[config.mk]
export PLATFORM = sky130hd
export DESIGN_NAME = ime_sad_min
export DESIGN_NICKNAME = d
export VERILOG_FILES = /design/src/rtl/ime_sad_min_pkg.sv /design/src/rtl/ime_min_tracker.sv /design/src/rtl/ime_sad_min.sv
export SDC_FILE = /design/constraint.sdc
export NUM_CORES = 1
export LEC_CHECK = 0
export ABC_AREA = 1
export CAP_MARGIN = 5
export CORE_AREA = 4 4 182 184
export CTS_BUF_LIST = sky130_fd_sc_hd__clkbuf_2 sky130_fd_sc_hd__clkbuf_4 sky130_fd_sc_hd__clkbuf_8
export DETAILED_ROUTE_END_ITERATION = 10
export DIE_AREA = 0 0 186 188
export DONT_BUFFER_PORTS = 1
export PLACE_DENSITY = 0.71
export SLEW_MARGIN = 20
export SYNTH_ARGS = -nofsm -noshare
export SYNTH_HDL_FRONTEND = slang
export SYNTH_SLANG_ARGS = --single-unit
[constraint.sdc]
create_clock -name clk -period 2.2 [get_ports clk]
set_clock_uncertainty 0.1 [all_clocks]
set_input_delay 0.22 -clock clk [delete_from_list [all_inputs] [get_ports clk]]
set_output_delay 0.22 -clock clk [all_outputs]
set_load 0.005 [all_outputs]
[src/rtl/ime_sad_min_pkg.sv]
// Shared constants and types for the IME SAD minimum search.
// Optional feature macro: IME_MVCOST_EN (adds a lambda-weighted MV cost to every SAD).
package ime_sad_min_pkg;

   // Signed width of each MV component, integer pel.
   localparam int unsigned MV_LEN   = 8;
   // Stored cost width; must cover SAD16X16_LEN+2 when the MV cost is enabled.
   localparam int unsigned COST_LEN = 18;
   // MV-cost multiplier, only consumed when IME_MVCOST_EN is defined.
   localparam int unsigned LAMBDA   = 4;

   localparam int unsigned NUM_PART = 9;

   // Partition slots in the packed result buses.
   localparam int unsigned P8X8_0  = 0;
   localparam int unsigned P8X8_1  = 1;
   localparam int unsigned P8X8_2  = 2;
   localparam int unsigned P8X8_3  = 3;
   localparam int unsigned P16X8_0 = 4;
   localparam int unsigned P16X8_1 = 5;
   localparam int unsigned P8X16_0 = 6;
   localparam int unsigned P8X16_1 = 7;
   localparam int unsigned P16X16  = 8;

   typedef enum logic [1:0] {
      StIdle   = 2'd0,
      StSearch = 2'd1,
      StDone   = 2'd2
   } state_e;

endpackage

[src/rtl/ime_min_tracker.sv]
// Single compare-and-hold cell: keeps the lowest cost seen since init and its MV.
module ime_min_tracker
   import ime_sad_min_pkg::*;
(
   input  logic                  clk,
   input  logic                  rstn,
   input  logic                  init_i,
   input  logic                  upd_i,
   input  logic [COST_LEN-1:0]   cost_i,
   input  logic [2*MV_LEN-1:0]   mv_i,
   output logic [COST_LEN-1:0]   cost_o,
   output logic [2*MV_LEN-1:0]   mv_o
);

   logic [COST_LEN-1:0] cost_q, cost_d;
   logic [2*MV_LEN-1:0] mv_q, mv_d;

   // Init wins over update; strict compare so ties keep the earlier candidate.
   always_comb begin
      cost_d = cost_q;
      mv_d   = mv_q;
      if (init_i) begin
         cost_d = '1;
         mv_d   = '0;
      end else if (upd_i && (cost_i < cost_q)) begin
         cost_d = cost_i;
         mv_d   = mv_i;
      end
   end

   // Cost/MV state registers.
   always_ff @(posedge clk or negedge rstn) begin
      if (!rstn) begin
         cost_q <= '0;
         mv_q   <= '0;
      end else begin
         cost_q <= cost_d;
         mv_q   <= mv_d;
      end
   end

   assign cost_o = cost_q;
   assign mv_o   = mv_q;

endmodule

[src/rtl/ime_sad_min.sv]
// IME search-loop consumer: tracks per-partition minimum cost and MV over one window.
// Optional feature macro: IME_MVCOST_EN (cost = SAD + LAMBDA*(|mvx|+|mvy|), saturated).
module ime_sad_min
   import ime_sad_min_pkg::*;
#(
   parameter int unsigned SAD8X8_LEN   = 14,
   parameter int unsigned SAD16X8_LEN  = 15,
   parameter int unsigned SAD16X16_LEN = 16,
   parameter int unsigned CNT_LEN      = 10
) (
   input  logic                           clk,
   input  logic                           rstn,
   input  logic                           start_i,
   input  logic                           valid_i,
   input  logic                           last_i,
   input  logic [MV_LEN-1:0]              mvx_i,
   input  logic [MV_LEN-1:0]              mvy_i,
   input  logic [4*SAD8X8_LEN-1:0]        sad8x8_i,
   input  logic [2*SAD16X8_LEN-1:0]       sad16x8_i,
   input  logic [2*SAD16X8_LEN-1:0]       sad8x16_i,
   input  logic [SAD16X16_LEN-1:0]        sad16x16_i,
   output logic                           busy_o,
   output logic                           done_o,
   output logic [CNT_LEN-1:0]             cand_cnt_o,
   output logic [NUM_PART*COST_LEN-1:0]   min_cost_o,
   output logic [NUM_PART*2*MV_LEN-1:0]   best_mv_o
);

   state_e              state_q, state_d;
   logic [CNT_LEN-1:0]  cnt_q, cnt_d;
   logic                accept;
   logic [COST_LEN-1:0] sad_ext [NUM_PART];
   logic [COST_LEN-1:0] cost    [NUM_PART];

   // A start in the same cycle drops the candidate.
   assign accept = (state_q == StSearch) && valid_i && !start_i;

   // Next-state logic; start_i re-opens a window from any state.
   always_comb begin
      state_d = state_q;
      unique case (state_q)
         StIdle:   if (start_i) state_d = StSearch;
         StSearch: begin
            if (start_i) begin
               state_d = StSearch;
            end else if (valid_i && last_i) begin
               state_d = StDone;
            end
         end
         StDone:   state_d = start_i ? StSearch : StIdle;
         default:  state_d = StIdle;
      endcase
   end

   // State register.
   always_ff @(posedge clk or negedge rstn) begin
      if (!rstn) begin
         state_q <= StIdle;
      end else begin
         state_q <= state_d;
      end
   end

   assign busy_o = (state_q == StSearch);
   assign done_o = (state_q == StDone);

   // Candidate counter, cleared on start and saturating at all-ones.
   always_comb begin
      cnt_d = cnt_q;
      if (start_i) begin
         cnt_d = '0;
      end else if (accept && (cnt_q != '1)) begin
         cnt_d = cnt_q + 1'b1;
      end
   end

   // Counter register.
   always_ff @(posedge clk or negedge rstn) begin
      if (!rstn) begin
         cnt_q <= '0;
      end else begin
         cnt_q <= cnt_d;
      end
   end

   assign cand_cnt_o = cnt_q;

   // Zero-extend each partition SAD into the cost width, in result-slot order.
   always_comb begin
      for (int i = 0; i < NUM_PART; i++) sad_ext[i] = '0;
      for (int i = 0; i < 4; i++) begin
         sad_ext[P8X8_0 + i] = COST_LEN'(sad8x8_i[i*SAD8X8_LEN +: SAD8X8_LEN]);
      end
      for (int i = 0; i < 2; i++) begin
         sad_ext[P16X8_0 + i] = COST_LEN'(sad16x8_i[i*SAD16X8_LEN +: SAD16X8_LEN]);
         sad_ext[P8X16_0 + i] = COST_LEN'(sad8x16_i[i*SAD16X8_LEN +: SAD16X8_LEN]);
      end
      sad_ext[P16X16] = COST_LEN'(sad16x16_i);
   end

`ifdef IME_MVCOST_EN
   localparam int unsigned WIDE = COST_LEN + 32;

   logic signed [MV_LEN:0] mvx_ext, mvy_ext;
   logic [MV_LEN:0]        abs_x, abs_y;
   logic [WIDE-1:0]        mv_term;
   logic [WIDE-1:0]        sum_wide [NUM_PART];

   // MV cost is shared by all partitions; the extra bit keeps |-2^(N-1)| exact.
   always_comb begin
      mvx_ext = {mvx_i[MV_LEN-1], mvx_i};
      mvy_ext = {mvy_i[MV_LEN-1], mvy_i};
      abs_x   = mvx_ext[MV_LEN] ? $unsigned(-mvx_ext) : $unsigned(mvx_ext);
      abs_y   = mvy_ext[MV_LEN] ? $unsigned(-mvy_ext) : $unsigned(mvy_ext);
      mv_term = (WIDE'(abs_x) + WIDE'(abs_y)) * WIDE'(LAMBDA);
      for (int i = 0; i < NUM_PART; i++) begin
         sum_wide[i] = WIDE'(sad_ext[i]) + mv_term;
         cost[i]     = (sum_wide[i] > WIDE'({COST_LEN{1'b1}})) ? '1
                                                                : sum_wide[i][COST_LEN-1:0];
      end
   end
`else
   // Cost is the bare SAD.
   always_comb begin
      for (int i = 0; i < NUM_PART; i++) cost[i] = sad_ext[i];
   end
`endif

   for (genvar g = 0; g < NUM_PART; g++) begin : g_trk
      ime_min_tracker u_trk (
         .clk    (clk),
         .rstn   (rstn),
         .init_i (start_i),
         .upd_i  (accept),
         .cost_i (cost[g]),
         .mv_i   ({mvy_i, mvx_i}),
         .cost_o (min_cost_o[g*COST_LEN +: COST_LEN]),
         .mv_o   (best_mv_o[g*2*MV_LEN +: 2*MV_LEN])
      );
   end

endmodule

==> results of run 1 <==
## worst max-delay path by stage
stage,to,slack (ns)
6_report,g_trk[4].u_trk.mv_o[0]$_DFFE_PN0P_,0.09
2_1_floorplan,g_trk[8].u_trk.cost_o[11]$_DFFE_PN0P_,0.23
3_3_place_gp,g_trk[4].u_trk.cost_o[14]$_DFFE_PN0P_,-0.009
3_5_place_dp,g_trk[4].u_trk.cost_o[12]$_DFFE_PN0P_,-0.07
5_1_grt,g_trk[4].u_trk.mv_o[0]$_DFFE_PN0P_,-0.04
4_1_cts,g_trk[7].u_trk.mv_o[3]$_DFFE_PN0P_,0.002
## state kept, by name (all words and copies together) (netlist names)
| name | cells |
|---|---|
| state_q | 2 |
| g_trk.u_trk.cost_o | 141 |
| g_trk.u_trk.mv_o | 144 |
| cand_cnt_o | 10 |
## what timing repair did
action,4_1_cts,5_1_grt
buffers inserted,0,6
cloned,0,2
pin swaps,1,4
resized for setup,2,45
endpoints found under the setup margin,47,270
endpoints found under the hold margin,564,297
## cell families after synthesis
kind of cell | after synthesis
DFF | 297
AOI/OAI and AO/OA | 63
xor gates and xnor gates | 2
buffers and inverters | 347
adders and majority gates | 124
and+or+nand+nor | 1311
## layer usage
layer  track usage  share of wire  vias to the layer above
met4         0.191          0.068                        0
met5             0              0                        -
met1         0.383           0.35                     7583
li1              -              -                     7261
met3         0.109           0.11                      261
met2         0.526           0.47                      923
## worst max-delay path: stages, from the launching register on
cell        delay [ns]
dfrtp_1           0.41
inv_1             0.06
ha_1              0.31
nand2_1           0.10
nor2_2            0.12
nand4_1           0.09
nor2_1            0.12
nor2_1            0.06
nand2_2           0.18
clkinvlp_4        0.14
buf_6             0.16
nand2_1           0.08
nand2_1           0.06
## power breakdown
part	switching, mW	leakage [nW]	total (mW)	internal [mW]
logic	1.93	7.15	3.38	1.45
registers	0.757	3.66	6.84	6.08
clock network	2.35	0.599	5.48	3.13
total	5.03	11.4	15.7	10.7
## stage by stage
step	power (mW)	cell area [µm²]	setup WS [ns]	std cells
after floorplan	8.73	16500	0.234	2144
after global placement	9.49	17000	-0.00893	2487
after detailed placement	9.60	17000	-0.0736	2487
after CTS	15.5	20900	0.00219	2858
after global routing	16.5	21200	-0.0440	2868
final	15.7	21200	0.0879	2868
## cell usage after synthesis (all sizes together), types with 8 or more instances
cell type / instances / area, µm²
a21oi: 36 / 180
ha: 124 / 1550
or2: 124 / 776
nor2: 80 / 322
nand3: 316 / 1590
o21ai: 19 / 95.1
inv: 225 / 847
clkbuf: 44 / 165
nand2: 776 / 2940
nand4: 8 / 50.1
buf: 78 / 468
dfrtp: 297 / 7430
## cell type report
class,count,area (µm²)
fill,2298,10200
multi-input combinational,1500,7790
sequential,297,7430
timing repair buffer,349,3450
clock buffer,79,1000
inverter,225,858
tap,402,503
clock inverter,14,125
antenna,2,5.00
==> out/metrics.cfg, run 1 <==
[die]
die_area_um2 = 35000
start_util = 0.527
coreArea_um2 = 31400
rows = 65
ios = 471
die_h_um = 188
die_x_um = 186

[power_and_ir_drop]
power_leakage_nw = 11.4
ir_drop_uv = 610
power.density_nw_per_um2 = 742

[yosys]
synth_compound_area_frac = 0.0203
yosysUniqueCellTypes = 31
synth_fa_ha_area_frac = 0.0938
syn-cell-area_um2 = 16500
yosys.area_share.simple = 0.346
synthMuxAreaShare = 0
syn_avg_cell_area_um2 = 7.72
synth-xor-area-share = 0.00106
synth_top_flop_cell = dfrtp_1
synth.ff_latch_count = 297
seq_area_frac_synth = 0.449
async_reset_ff_frac = 1.00
syn_inst = 2144
synthesis.nets = 2421
synth_edf_count = 0
synth_top_family_by_area = simple AND/OR/NAND/NOR gates
yosysWarnings = 0

[grt]
grt.overflow.total = 0
grt_pass1_wl_um = 91100
grt_max_degree = 298
grt_use_total = 0.329
grt_pass1_vias = 16400
antenna_found_initial = 2

[drt]
wl_per_cell_um = 20.6
routed_via_density = 5.59
dr_total_vias = 16000
ant_nets = 0
drt_wl_total_um = 59000
drc = 0
first_pass_iters = 5
drtIter0Drc = 1300

[finish]
post-route-util = 0.674
final_cell_mix = 762 x nand2_1, 313 x nand3_1, 297 x dfrtp_1
final_common_cell = nand2_1
num-nets-final = 2703
drive_gt1_frac = 0.139
syn2layout_area_growth_pct = 27.9

[outcome]
status = finished, violations left
violations = negative hold slack

[sta]
worstMarginPinSlew_ns = 1.07
max_freq_mhz = 473
setup_violations = 0
final_hold_viol_count = 297
min_period_ns = 2.11
whs_ns = -0.756
fin_crit_sh = 0.960
rsz0062_at_grt = true
max-slew-margin-rel = 0.288
drv_slew = 0
setup_tns_ns = 0

[run]
maxCapViolCount = 0

[clock_network]
clockBufferDepth = 3
numCtsBuffers = 53
root_buffer = clkbuf_8
clk_latency_ns = 0.58
path_clk_slew_ns = 0.06
h-tree-depth = 2
cts_sinks = 297
postCtsHoldBufs = 278
cts_tree = done

[setup_path]
startpoint = g_trk[4].u_trk.cost_o[7]$_DFFE_PN0P_
worst_r2r_startpoint = g_trk[4].u_trk.cost_o[7]$_DFFE_PN0P_
cp.required_ns = 2.55
worst-r2r-setup-slack_ns = 0.09
cp-start-kind = flop
reg2reg_depth = 12
path_class = flop to flop
cp-end-kind = flop
crit_fanout = 15
reg2reg_to = g_trk[4].u_trk.mv_o[0]$_DFFE_PN0P_
cp.arrival_ns = 2.46

[placement]
place.gp.congestion = 0.898
place_hpwl_um = 34600
portBuffers = 0

[min_path]
hold_class = primary input to asynchronous set/reset pin

(Power assumes the default switching activity.)
==> run 2, diff against run 1 <==
- clock period: 2.2 -> 2.22 ns (I/O delays scaled with it)
==> run 2 against run 1 <==
  * The run still ends with negative hold slack left
  * Wire length decreased by 0.11%
  * Via count barely moved
  * Combinational power fell by 2%
  * Sequential share of layout area is 0.23 points higher
  * Cell area fell by 0.66%
  * Flip-flop and latch count unchanged
  * Worst hold slack gained 0.0029 ns
  * Core utilization decreased by 0.44 points
  * Clock-buffer cell count rose by 4
  * Critical endpoint is now g_trk[3].u_trk.cost_o[7]$_DFFE_PN0P_
  * Largest power group unchanged
==> out/metrics.cfg, run 2 (synthesis results as in run 1) <==
[outcome]
violations = negative hold slack  ; unchanged
status = finished, violations left  ; unchanged

[placement]
place_hpwl_um = 34800  ; was 34600 µm
place.gp.congestion = 0.880  ; was 0.898
placed_area_um2 = 17000  ; about the same
portBuffers = 0  ; unchanged
dp_slack_ns = -0.0191  ; was -0.0736 ns

[finish]
drive_gt1_frac = 0.136  ; was 0.139
syn2layout_area_growth_pct = 27.0  ; was 27.9%
num-nets-final = 2689  ; was 2703
largest_reg_flops = 144  ; unchanged
final_cell_area_um2 = 21000  ; was 21200 µm²
final_cell_mix = 764 x nand2_1, 314 x nand3_1, 297 x dfrtp_1  ; was 762 x nand2_1, 313 x nand3_1, 297 x dfrtp_1
final_common_cell = nand2_1  ; unchanged

[drt]
drt_wl_total_um = 59000  ; about the same
dr_total_vias = 16000  ; about the same
first_pass_iters = 5  ; unchanged
ant_nets = 0  ; unchanged
routed_via_density = 5.62  ; was 5.59
wl_per_cell_um = 20.7  ; was 20.6 µm
drc = 0  ; unchanged
drtIter0Drc = 1190  ; was 1300

[sta]
final_hold_viol_count = 297  ; unchanged
drv_slew = 0  ; unchanged
fin_crit_sh = 0.974
min_period_ns = 2.16
max-slew-margin-rel = 0.421  ; was 0.288
max_freq_mhz = 462
setup_slack_ns = 0.0574  ; was 0.0879 ns
setup_tns_ns = 0  ; unchanged
worstMarginPinSlew_ns = 0.867  ; was 1.07 ns
setup_violations = 0  ; unchanged
whs_ns = -0.754  ; was -0.756 ns

[grt]
grt_pass1_wl_um = 90200  ; was 91100 µm
grt.overflow.total = 0  ; unchanged
grt_max_degree = 298  ; unchanged
grt_pass1_vias = 16400  ; about the same
grt_use_total = 0.326  ; was 0.329
antenna_found_initial = 1  ; was 2

[die]
start_util = 0.527  ; unchanged
ios = 471  ; unchanged
die_x_um = 186  ; unchanged
coreArea_um2 = 31400  ; unchanged
die_area_um2 = 35000  ; unchanged
die_h_um = 188  ; unchanged
rows = 65  ; unchanged

[clock_network]
clockBufferDepth = 3  ; unchanged
h-tree-depth = 2  ; unchanged
postCtsHoldBufs = 268  ; was 278
root_buffer = clkbuf_8  ; unchanged
cts_sinks = 297  ; unchanged
clk_latency_ns = 0.59  ; was 0.58 ns
path_clk_slew_ns = 0.07  ; was 0.06 ns
numCtsBuffers = 51  ; was 53
cts_tree = done  ; unchanged

[power_and_ir_drop]
ir_drop_uv = 536  ; was 610 µV
power.density_nw_per_um2 = 738  ; was 742 nW/µm²
power_leakage_nw = 11.4  ; about the same

[setup_path]
worst-r2r-setup-slack_ns = 0.11  ; was 0.09 ns
critPathMostFrequentCell = nand2_1  ; unchanged
cpPeakStageDelay_ns = 0.63  ; was 0.41 ns
cp-start-kind = primary input  ; was flop
cp.arrival_ns = 2.51  ; was 2.46 ns
worstPathCellList = dlygate4sd3_1 > buf_16 > inv_8 > buf_12 > buf_12 > nand2_1 > buf_4 > nand2_1 > nand2_1  ; was inv_1 > ha_1 > nand2_1 > nor2_2 > nand4_1 > nor2_1 > nor2_1 > nand2_2 > clkinvlp_4 > buf_6 > nand2_1 > nand2_1
crit_fanout = 116  ; was 15
cpMaxStageDelayCell = dlygate4sd3_1  ; was dfrtp_1
path_class = primary input to flop  ; was flop to flop
cp.required_ns = 2.57  ; was 2.55 ns
cp-end-kind = flop  ; unchanged

[min_path]
hold_class = primary input to asynchronous set/reset pin  ; unchanged

[run]
maxCapViolCount = 0  ; unchanged

run 2: cell types whose count changed in the layout (fill, tap and decap cells not counted), moves of 2 or more:
| cell | delta |
|---|---|
| dlygate4sd3_1 | -10 |
| nand2_2 | -3 |
| clkinv_2 | -5 |
| clkbuf_8 | +5 |
| nor2_2 | -2 |
| nor2_1 | +2 |
| buf_4 | +6 |
| buf_8 | +2 |
| buf_6 | -10 |
| nand2_1 | +2 |
run 2: final timing paths:
| kind | startpoint | end | cells past startpoint |
|---|---|---|---|
| worst max-delay path | start_i | g_trk[3].u_trk.cost_o[7]$_DFFE_PN0P_ | 9 |
| worst min-delay path | rstn | g_trk[8].u_trk.cost_o[3]$_DFFE_PN0P_ | 0 |
| worst max register to register | g_trk[6].u_trk.cost_o[9]$_DFFE_PN0P_ | g_trk[6].u_trk.cost_o[8]$_DFFE_PN0P_ | 12 |
| worst min register to register | g_trk[5].u_trk.mv_o[13]$_DFFE_PN0P_ | g_trk[5].u_trk.mv_o[13]$_DFFE_PN0P_ | 2 |
| max in group asynchronous | rstn | state_q[0]$_DFFE_PN0P_ | 0 |
| min in group clk | sad8x8_i[15] | g_trk[1].u_trk.cost_o[16]$_DFFE_PN0P_ | 7 |
run 2: layout make-up:
| cell class | instances | area (µm²) |
|---|---|---|
| sequential | 297 | 7430 |
| tap | 402 | 503 |
| clock inverter | 7 | 62.6 |
| inverter | 225 | 861 |
| fill | 2303 | 10400 |
| antenna | 1 | 2.50 |
| multi-input combinational | 1500 | 7760 |
| clock buffer | 83 | 1060 |
| timing repair buffer | 337 | 3340 |
run 2: worst max-delay path, delay by kind of cell:
| family | cells | cell delay [ns] |
|---|---|---|
| buf+inv | 6 | 1.95 |
| simple gates | 3 | 0.28 |
run 2: metal layers:
metal  vias to the layer above  wire, µm  track usage
li1                       7233         -            -
met1                      7500     20800        0.377
met2                       995     27100        0.511
met3                       306      6450        0.112
met4                         0      4540        0.216
met5                         -         0            0
run 2: repair_timing:
| action | in CTS | in global routing |
|---|---|---|
| hold endpoints to repair | 564 | 297 |
| pin swaps | 0 | 8 |
| resized for setup | 1 | 38 |
| buffers inserted | 0 | 4 |
| setup endpoints to repair | 15 | 208 |
| cloned | 0 | 1 |
run 2: metrics by stage:
step	std cells	utilization	total power, mW
floorplan	2144	-	8.65
global placement	2488	0.541	9.41
detailed placement	2488	0.541	9.52
CTS	2846	0.663	15.3
global route	2852	0.670	16.3
finish	2852	0.670	15.5
run 2: where the power goes:
part           total [mW]  leakage [nW]  switching (mW)  internal (mW)
Combinational        3.32          7.10            1.90           1.42
Sequential           6.78          3.66           0.753           6.03
Clock                5.42         0.597            2.30           3.12
